## src/rtl/pipe_stage_chain.sv

```systemverilog
// ---------------------------------------------------------------------------
// pipe_stage_chain
//
// Generic in-order pipeline backbone built from per-stage valid / allowin /
// ready_go control. An opaque payload enters at stage 0 (youngest, IF) and
// leaves from stage NSTAGE-1 (oldest, WB). Each stage can stall itself and the
// sink can apply back-pressure. A flush kills every stage younger than a named
// stage.
//
// Handshake: a transfer happens on a rising clk edge when the sender's valid
// and the receiver's allowin/ready are both high in the cycle before that edge.
// The input side uses in_valid/in_allowin and the output side uses
// out_valid/out_ready. Neither side may make valid depend on its own ready.
//
// Ports:
//   clk, resetn           clock and synchronous active-low reset
//   in_valid/in_allowin   new entry offered to stage 0 / stage 0 can take it
//   in_data               payload of the new entry
//   stage_ready_go        bit i: stage i has finished its work this cycle
//   flush, flush_stage    kill stages 0..flush_stage-1 this cycle
//   stage_valid           registered valid of every stage
//   stage_data            registered payload, stage i at [i*DW +: DW]
//   out_valid/out_ready   oldest stage presents an entry / sink accepts it
//   out_data              payload of the oldest stage
//   in_flight             number of valid stages
//   retired_cnt           entries accepted by the sink (wraps)
//   flushed_cnt           valid entries killed by flush (saturates)
// ---------------------------------------------------------------------------
module pipe_stage_chain #(
    parameter int NSTAGE = 5,
    parameter int DW     = 64,
    parameter int SW     = 3
) (
    input  logic                 clk,
    input  logic                 resetn,
    input  logic                 in_valid,
    output logic                 in_allowin,
    input  logic [DW-1:0]        in_data,
    input  logic [NSTAGE-1:0]    stage_ready_go,
    input  logic                 flush,
    input  logic [SW-1:0]        flush_stage,
    output logic [NSTAGE-1:0]    stage_valid,
    output logic [NSTAGE*DW-1:0] stage_data,
    output logic                 out_valid,
    input  logic                 out_ready,
    output logic [DW-1:0]        out_data,
    output logic [SW-1:0]        in_flight,
    output logic [31:0]          retired_cnt,
    output logic [31:0]          flushed_cnt
);

    logic [NSTAGE-1:0] valid_q;
    logic [DW-1:0]     data_q [NSTAGE];
    logic [NSTAGE-1:0] kill;
    logic [NSTAGE-1:0] go;
    logic [NSTAGE-1:0] allowin;
    logic [SW-1:0]     kill_cnt;
    logic [32:0]       flushed_sum;

    // A stage index below flush_stage is younger than the surviving stage.
    // flush_stage >= NSTAGE therefore kills every stage.
    always_comb begin
        kill = '0;
        for (int i = 0; i < NSTAGE; i++) begin
            kill[i] = flush && (int'(flush_stage) > i);
        end
    end

    // allowin ripples from the sink back to stage 0. A running scalar carries
    // the downstream allowin so the vector never reads itself.
    always_comb begin
        logic nxt;
        nxt     = out_ready;
        allowin = '0;
        for (int i = NSTAGE - 1; i >= 0; i--) begin
            allowin[i] = !valid_q[i] || kill[i] || (stage_ready_go[i] && nxt);
            nxt        = allowin[i];
        end
    end

    always_comb begin
        go = '0;
        for (int i = 0; i < NSTAGE; i++) begin
            go[i] = valid_q[i] && stage_ready_go[i] && !kill[i];
        end
    end

    // Stage registers. Stale payload behind valid=0 is left in place.
    for (genvar g = 0; g < NSTAGE; g++) begin : g_stage
        if (g == 0) begin : g_first
            always_ff @(posedge clk) begin
                if (!resetn) begin
                    valid_q[0] <= 1'b0;
                    data_q[0]  <= '0;
                end else if (allowin[0]) begin
                    // The entry offered during a flush is the redirected one
                    // and is accepted.
                    valid_q[0] <= in_valid;
                    if (in_valid) begin
                        data_q[0] <= in_data;
                    end
                end
            end
        end else begin : g_rest
            always_ff @(posedge clk) begin
                if (!resetn) begin
                    valid_q[g] <= 1'b0;
                    data_q[g]  <= '0;
                end else if (allowin[g]) begin
                    valid_q[g] <= go[g-1];
                    if (go[g-1]) begin
                        data_q[g] <= data_q[g-1];
                    end
                end else if (kill[g]) begin
                    valid_q[g] <= 1'b0;
                end
            end
        end
    end

    always_comb begin
        in_flight = '0;
        kill_cnt  = '0;
        for (int i = 0; i < NSTAGE; i++) begin
            in_flight = in_flight + SW'(valid_q[i]);
            kill_cnt  = kill_cnt + SW'(valid_q[i] && kill[i]);
        end
    end

    assign flushed_sum = {1'b0, flushed_cnt} + 33'(kill_cnt);

    always_ff @(posedge clk) begin
        if (!resetn) begin
            retired_cnt <= '0;
            flushed_cnt <= '0;
        end else begin
            if (out_valid && out_ready) begin
                retired_cnt <= retired_cnt + 32'd1;
            end
            flushed_cnt <= flushed_sum[32] ? 32'hFFFF_FFFF : flushed_sum[31:0];
        end
    end

    always_comb begin
        stage_data = '0;
        for (int i = 0; i < NSTAGE; i++) begin
            stage_data[i*DW +: DW] = data_q[i];
        end
    end

    assign stage_valid = valid_q;
    assign in_allowin  = allowin[0];
    assign out_valid   = valid_q[NSTAGE-1] && stage_ready_go[NSTAGE-1];
    assign out_data    = data_q[NSTAGE-1];

endmodule

```

## config.mk

```make
export PLATFORM = sky130hd
export DESIGN_NAME = pipe_stage_chain
export DESIGN_NICKNAME = d
export VERILOG_FILES = /design/src/rtl/pipe_stage_chain.sv
export SDC_FILE = /design/constraint.sdc
export NUM_CORES = 1
export LEC_CHECK = 0
export BUFFER_PORTS_ARGS = -buffer_cell sky130_fd_sc_hd__buf_4
export CAP_MARGIN = 20
export CELL_PAD_IN_SITES_DETAIL_PLACEMENT = 1
export CELL_PAD_IN_SITES_GLOBAL_PLACEMENT = 2
export CORE_MARGIN = 5
export CORE_UTILIZATION = 29
export CTS_CLUSTER_SIZE = 24
export DETAILED_ROUTE_END_ITERATION = 7
export PLACE_DENSITY = 0.84
export SYNTH_ARGS = -nofsm -noshare
export SYNTH_HDL_FRONTEND = slang
export SYNTH_SLANG_ARGS = --single-unit
```

## constraint.sdc

```tcl
create_clock -name clk -period 8 [get_ports clk]
set_input_delay 2.4 -clock clk [delete_from_list [all_inputs] [get_ports clk]]
set_output_delay 2.4 -clock clk [all_outputs]
set_load 0.005 [all_outputs]
```

== Word-level counts from Yosys, hierarchy flattened ==
Memories as Yosys holds them, arrays and structs flattened.
Index checks and enable logic that the tools add are counted.

* Add/sub/neg operators: 10
* $lt $le $gt $ge: 5
* Multiplexer cells: 35
* Bitwise logic cells: 5
* Reductions and logical operators: 48

{| class="wikitable"
|+ Operators by type and width
! operator !! count
|-
| 64-bit two-way mux || 5
|-
| 32-bit by 3-bit adder with 33-bit output || 1
|-
| 32-bit by 1-bit adder with 32-bit output, second input constant || 1
|-
| 32-bit two-way mux || 1
|-
| 1-bit two-way mux || 29
|-
| 1-bit logical AND || 25
|-
| 3-bit by 1-bit adder with 3-bit output || 4
|-
| 1-bit logical OR || 10
|-
| 1-bit zero test || 9
|-
| 2-bit nonzero test || 4
|-
| 2-bit by 1-bit adder with 3-bit output || 2
|-
| 3-bit by 1-bit > comparator with 1-bit output, second input constant || 2
|-
| 3-bit by 2-bit > comparator with 1-bit output, second input constant || 2
|-
| 1-bit OR || 5
|-
| 1-bit by 1-bit adder with 2-bit output || 2
|-
| 3-bit > comparator, second input constant || 1
|}

* Flip-flop bits (word level): 69
* Memory bits (writable): 320
* Input port bits: 77
* Output and inout bits: 458
* Word-level logic and storage cells: 111
* Memories: 1

{| class="wikitable"
|+ Memories
! memory !! words !! width !! read ports !! clocked after memory_dff !! wr ports !! RTL line !! text
|-
| data_q || 5 || 64 || 5 || 0 || 5 || 53 || <nowiki>logic [DW-1:0] data_q [NSTAGE];</nowiki>
|}

== Logic depth before layout (Yosys ltp) ==
* Word-level depth: 16
* Mapped depth: 11
* Gate-level depth less buffers: 10

== Worst setup path before layout ==
No wires, ideal clock.

* Kind: input to register
* From: input stage_ready_go[4]
* To: memory data_q[2][0], enable pin
* Library setup time: 0.574 ns
* Arrival: 7.497 ns
* Required time: 7.426 ns
* Setup slack: -0.071 ns
* Stages: 5
* Path buffers: 1
* Cell sequence: a21boi_0 > o21ai_0 > a21oi_1 > buf_2 > o21ai_0

{| class="wikitable"
|+ RTL lines
! what !! RTL line !! text
|-
| start: declaration || 39 || <nowiki>input logic [NSTAGE-1:0] stage_ready_go,</nowiki>
|-
| end: declaration || 53 ||
|}

== Worst setup path after layout ==
* From: input flush
* To: output in_allowin

* Cells in the longest elaborated chain, start to end: 11
* Elaborated cells between the ends (all ways): 19
* Those cells by class: reduce/logical (19)

{| class="wikitable"
|+ RTL lines
! what !! RTL line !! text
|-
| start: declaration || 40 || <nowiki>input logic flush,</nowiki>
|-
| 1-bit logical AND || 65 || <nowiki>kill[i] = flush && (int'(flush_stage) > i);</nowiki>
|-
| 1-bit logical OR (2 in a row) || 76 || <nowiki>allowin[i] = !valid_q[i] || kill[i] || (stage_ready_go[i] && nxt);</nowiki>
|-
| 1-bit logical AND || 76 ||
|-
| 1-bit logical OR || 76 ||
|-
| 1-bit logical AND || 76 ||
|-
| 1-bit logical OR || 76 ||
|-
| 1-bit logical AND || 76 ||
|-
| 1-bit logical OR || 76 ||
|-
| 1-bit logical AND || 76 ||
|-
| 1-bit logical OR (*) || 76 ||
|-
| end: declaration || 37 || <nowiki>output logic in_allowin,</nowiki>
|}

Mark *: on every way between the ends. The rest lies on a longest branch, timed or not.

==> results.toml <==
[setup_path]
critical-path-top-delay-family = "compound AO/OA/AOI/OAI gates"
startpoint_type = "input pin"
rr_worst_depth = 11
setup.worst_path.end_class = "output pin"
crit_top_cell = "buf_4"
path_depth = 6
worst-setup-path-type = "input pin to output pin"
critPathMaxStageDelay_ns = 0.48
worst-path-buf-inv = 2
crit_required_ns = 5.60
cp_max_fo = 7
crit_chain = "buf_4, a21boi_0, nor2_1, o31ai_4, nand2_1, buf_4"
critPathSlowestCell = "a21boi_0"
cp.arrival_ns = 3.96

[sta]
layout_setup_ws_ns = 1.639
slew_viol_final = 0
tns_ns = 0
rsz0062_at_grt = "no"
post-route-period-util_pct = 79.51
hold_viol = 0
fin_crit_ns = 6.361
setup_viol_count_final = 0
clock_skew_ns = 0.02393
relSlewSlack_pct = 33.20
worst_slew_pin_slew_ns = 1.002
max_freq_mhz = 157.2

[clock_tree]
cts_buffers = 45
insertion_delay_ns = 0.57
htreeDepth = 2
clockRootBuffer = "clkbuf_16"
cts_resized = 0
ctsLongestPathBuffers = 3
hold_buffers = 0
clk_pin_slew_ns = 0.06
cts_setup_buffers = 0
cts_tree = "done"
cts_sinks = 389

[final_layout]
area_growth_pct = 35.39
drive_above_1_share_pct = 35.01
fin_nets = 1880

[grt]
grt_util_met3_pct = 3.561
grt_pass1_wl_um = 85520
grt_max_degree = 83
grt_use_met2_pct = 29.81
grt_pass1_vias = 12884
overflow = 0
top_usage_layer = "met2"
met1_usage_pct = 22.43
antenna_found_initial = 5
grt_use_total_pct = 17.80

[synthesis]
synth.area.top_cells = "edfxtp_1 58%, dfxtp_1 8.3%, and2_1 7.3%"
synthesis.area_mm2 = 0.01662
yosysMostFrequentCell = "edfxtp_1"
synth_cells = 1343
synth-edff-count = 320
yosysWarnings = 0
avgSynthCellArea_um2 = 12.37
syn-num-nets = 1431
ys_types = 53
yosys.area.top_type = "edfxtp_1"
ys_ff_latch = 389
synthFlopType = "edfxtp_1"
yosys-top-cells-count = "320 x edfxtp_1, 195 x and2_1, 91 x nand3_1, 80 x inv_1, 79 x nor2_1"
ys_seq_area_share_pct = 66.13
yosys.area.top_type_share_pct = 57.82
synthArstFlopShare_pct = 0

[drt]
dr.pass1.iters = 4
drt-wirelength-per-cell_um = 22.66
num_vias = 12234
dr.first_iter.drc_count = 643
drt_drc_violations_left = 0
wirelength_um = 58530
vias_per_cell = 4.736
ant_nets = 0

[placed_design]
place_congestion = 0.9006
port_buffers = 534
detailed_place_hpwl_um = 44040
dp_slack_ns = 1.724

[run]
maxCapViolCount = 0

[power_and_ir_drop]
max-vdd-ir-drop_v = 0.0001236
p_per_area_mw_per_mm2 = 211.7
p_sw_mw = 1.055
power_leakage_nw = 9.296
swShare_pct = 22.14
clkPwrFrac_pct = 44.6
p_seq_share_pct = 49.0
intPower_mw = 3.709
pwr-share-comb_pct = 6.4

[floorplanning]
ios = 535
die_h_um = 249.4
core-area_mm2 = 0.05660
dieArea_mm2 = 0.06219
dieWidth_um = 249.4
initial_core_util_pct = 29.36
num_rows = 87

[worst_hold_path]
hp-class = "flip-flop to flip-flop"
min_path_cells = 2

[run_status]
status = "finished, final reports clean"
## per-layer routing
metal | part of all wire [%] | wire length (µm)
met1 | 41 | 24230
met2 | 49 | 28480
met3 | 5.1 | 3007
met4 | 4.8 | 2805
met5 | 0.021 | 12
## through the flow
stage / util (%) / cell area [µm²] / hold WS [ns] / total power [mW] / cells
after global placement: 37.04 / 20970 / 0.4612 / 2.679 / 2500
after detailed placement: 37.04 / 20970 / 0.4887 / 2.687 / 2500
final: 39.75 / 22500 / 0.4922 / 4.764 / 2583
after CTS: 39.71 / 22480 / 0.4989 / 4.835 / 2580
after global routing: 39.75 / 22500 / 0.5284 / 4.944 / 2583
after floorplan: - / 16620 / 0.4591 / 2.454 / 1343
## sequential cells by signal (all words and copies together), names as in the netlist
name,flops
stage_valid,5
flushed_cnt,32
data_q,320
retired_cnt,32
## worst paths after layout
path | start | end | slack [ns]
min reg2reg | retired_cnt[30]$_SDFFE_PN0P_ | retired_cnt[30]$_SDFFE_PN0P_ | 0.49
max | flush | in_allowin | 1.64
min | retired_cnt[30]$_SDFFE_PN0P_ | retired_cnt[30]$_SDFFE_PN0P_ | 0.49
max reg2reg | stage_valid[2]$_SDFFE_PN0P_ | flushed_cnt[6]$_SDFF_PN0_ | 3.93
## power by group through the flow
stage,clock (mW),combinational [mW],sequential [mW]
after floorplan,0,0.0926,2.36
after global placement,0,0.305,2.37
after detailed placement,0,0.309,2.38
after CTS,2.19,0.311,2.34
after global routing,2.28,0.324,2.34
final,2.13,0.304,2.33
## final cells by class
class / instances / area, µm²
Clock inverter: 20 / 259.0
Timing Repair Buffer: 550 / 4136
Inverter: 81 / 304.0
Clock buffer: 60 / 1255
Fill cell: 6099 / 34100
Sequential cell: 389 / 10990
Tap cell: 756 / 945.9
Antenna cell: 2 / 5.005
Multi-Input combinational cell: 725 / 4604
## logic make-up after synthesis
kind of cell | Yosys count | synth area share [%]
xor+xnor | 15 | 0.7906
compound gates | 182 | 7.589
fa+ha+maj | 11 | 1.054
buf+inv | 229 | 6.693
simple gates | 509 | 17.26
flops | 389 | 66.13
mux | 8 | 0.4819
## cell usage in the layout (no fill, tap or decap), drive strengths merged, types with 15 or more instances in the layout
master and count:
inv 82, o21ai 18, buf 550, nor2 79, a21oi 32, or4 15
nand4 22, dfxtp 69, o31ai 15, nand2 40, edfxtp 320, and2 195
a211oi 69, clkbuf 60, nand3 92
## worst min-delay path: cells and delay by family (launching register included)
kind	cells	cell delay [ns]
and+or+nand+nor	1	0.06
muxes	1	0.06
DFF	1	0.32
No activity file was read; power rests on OpenSTA's default activity.
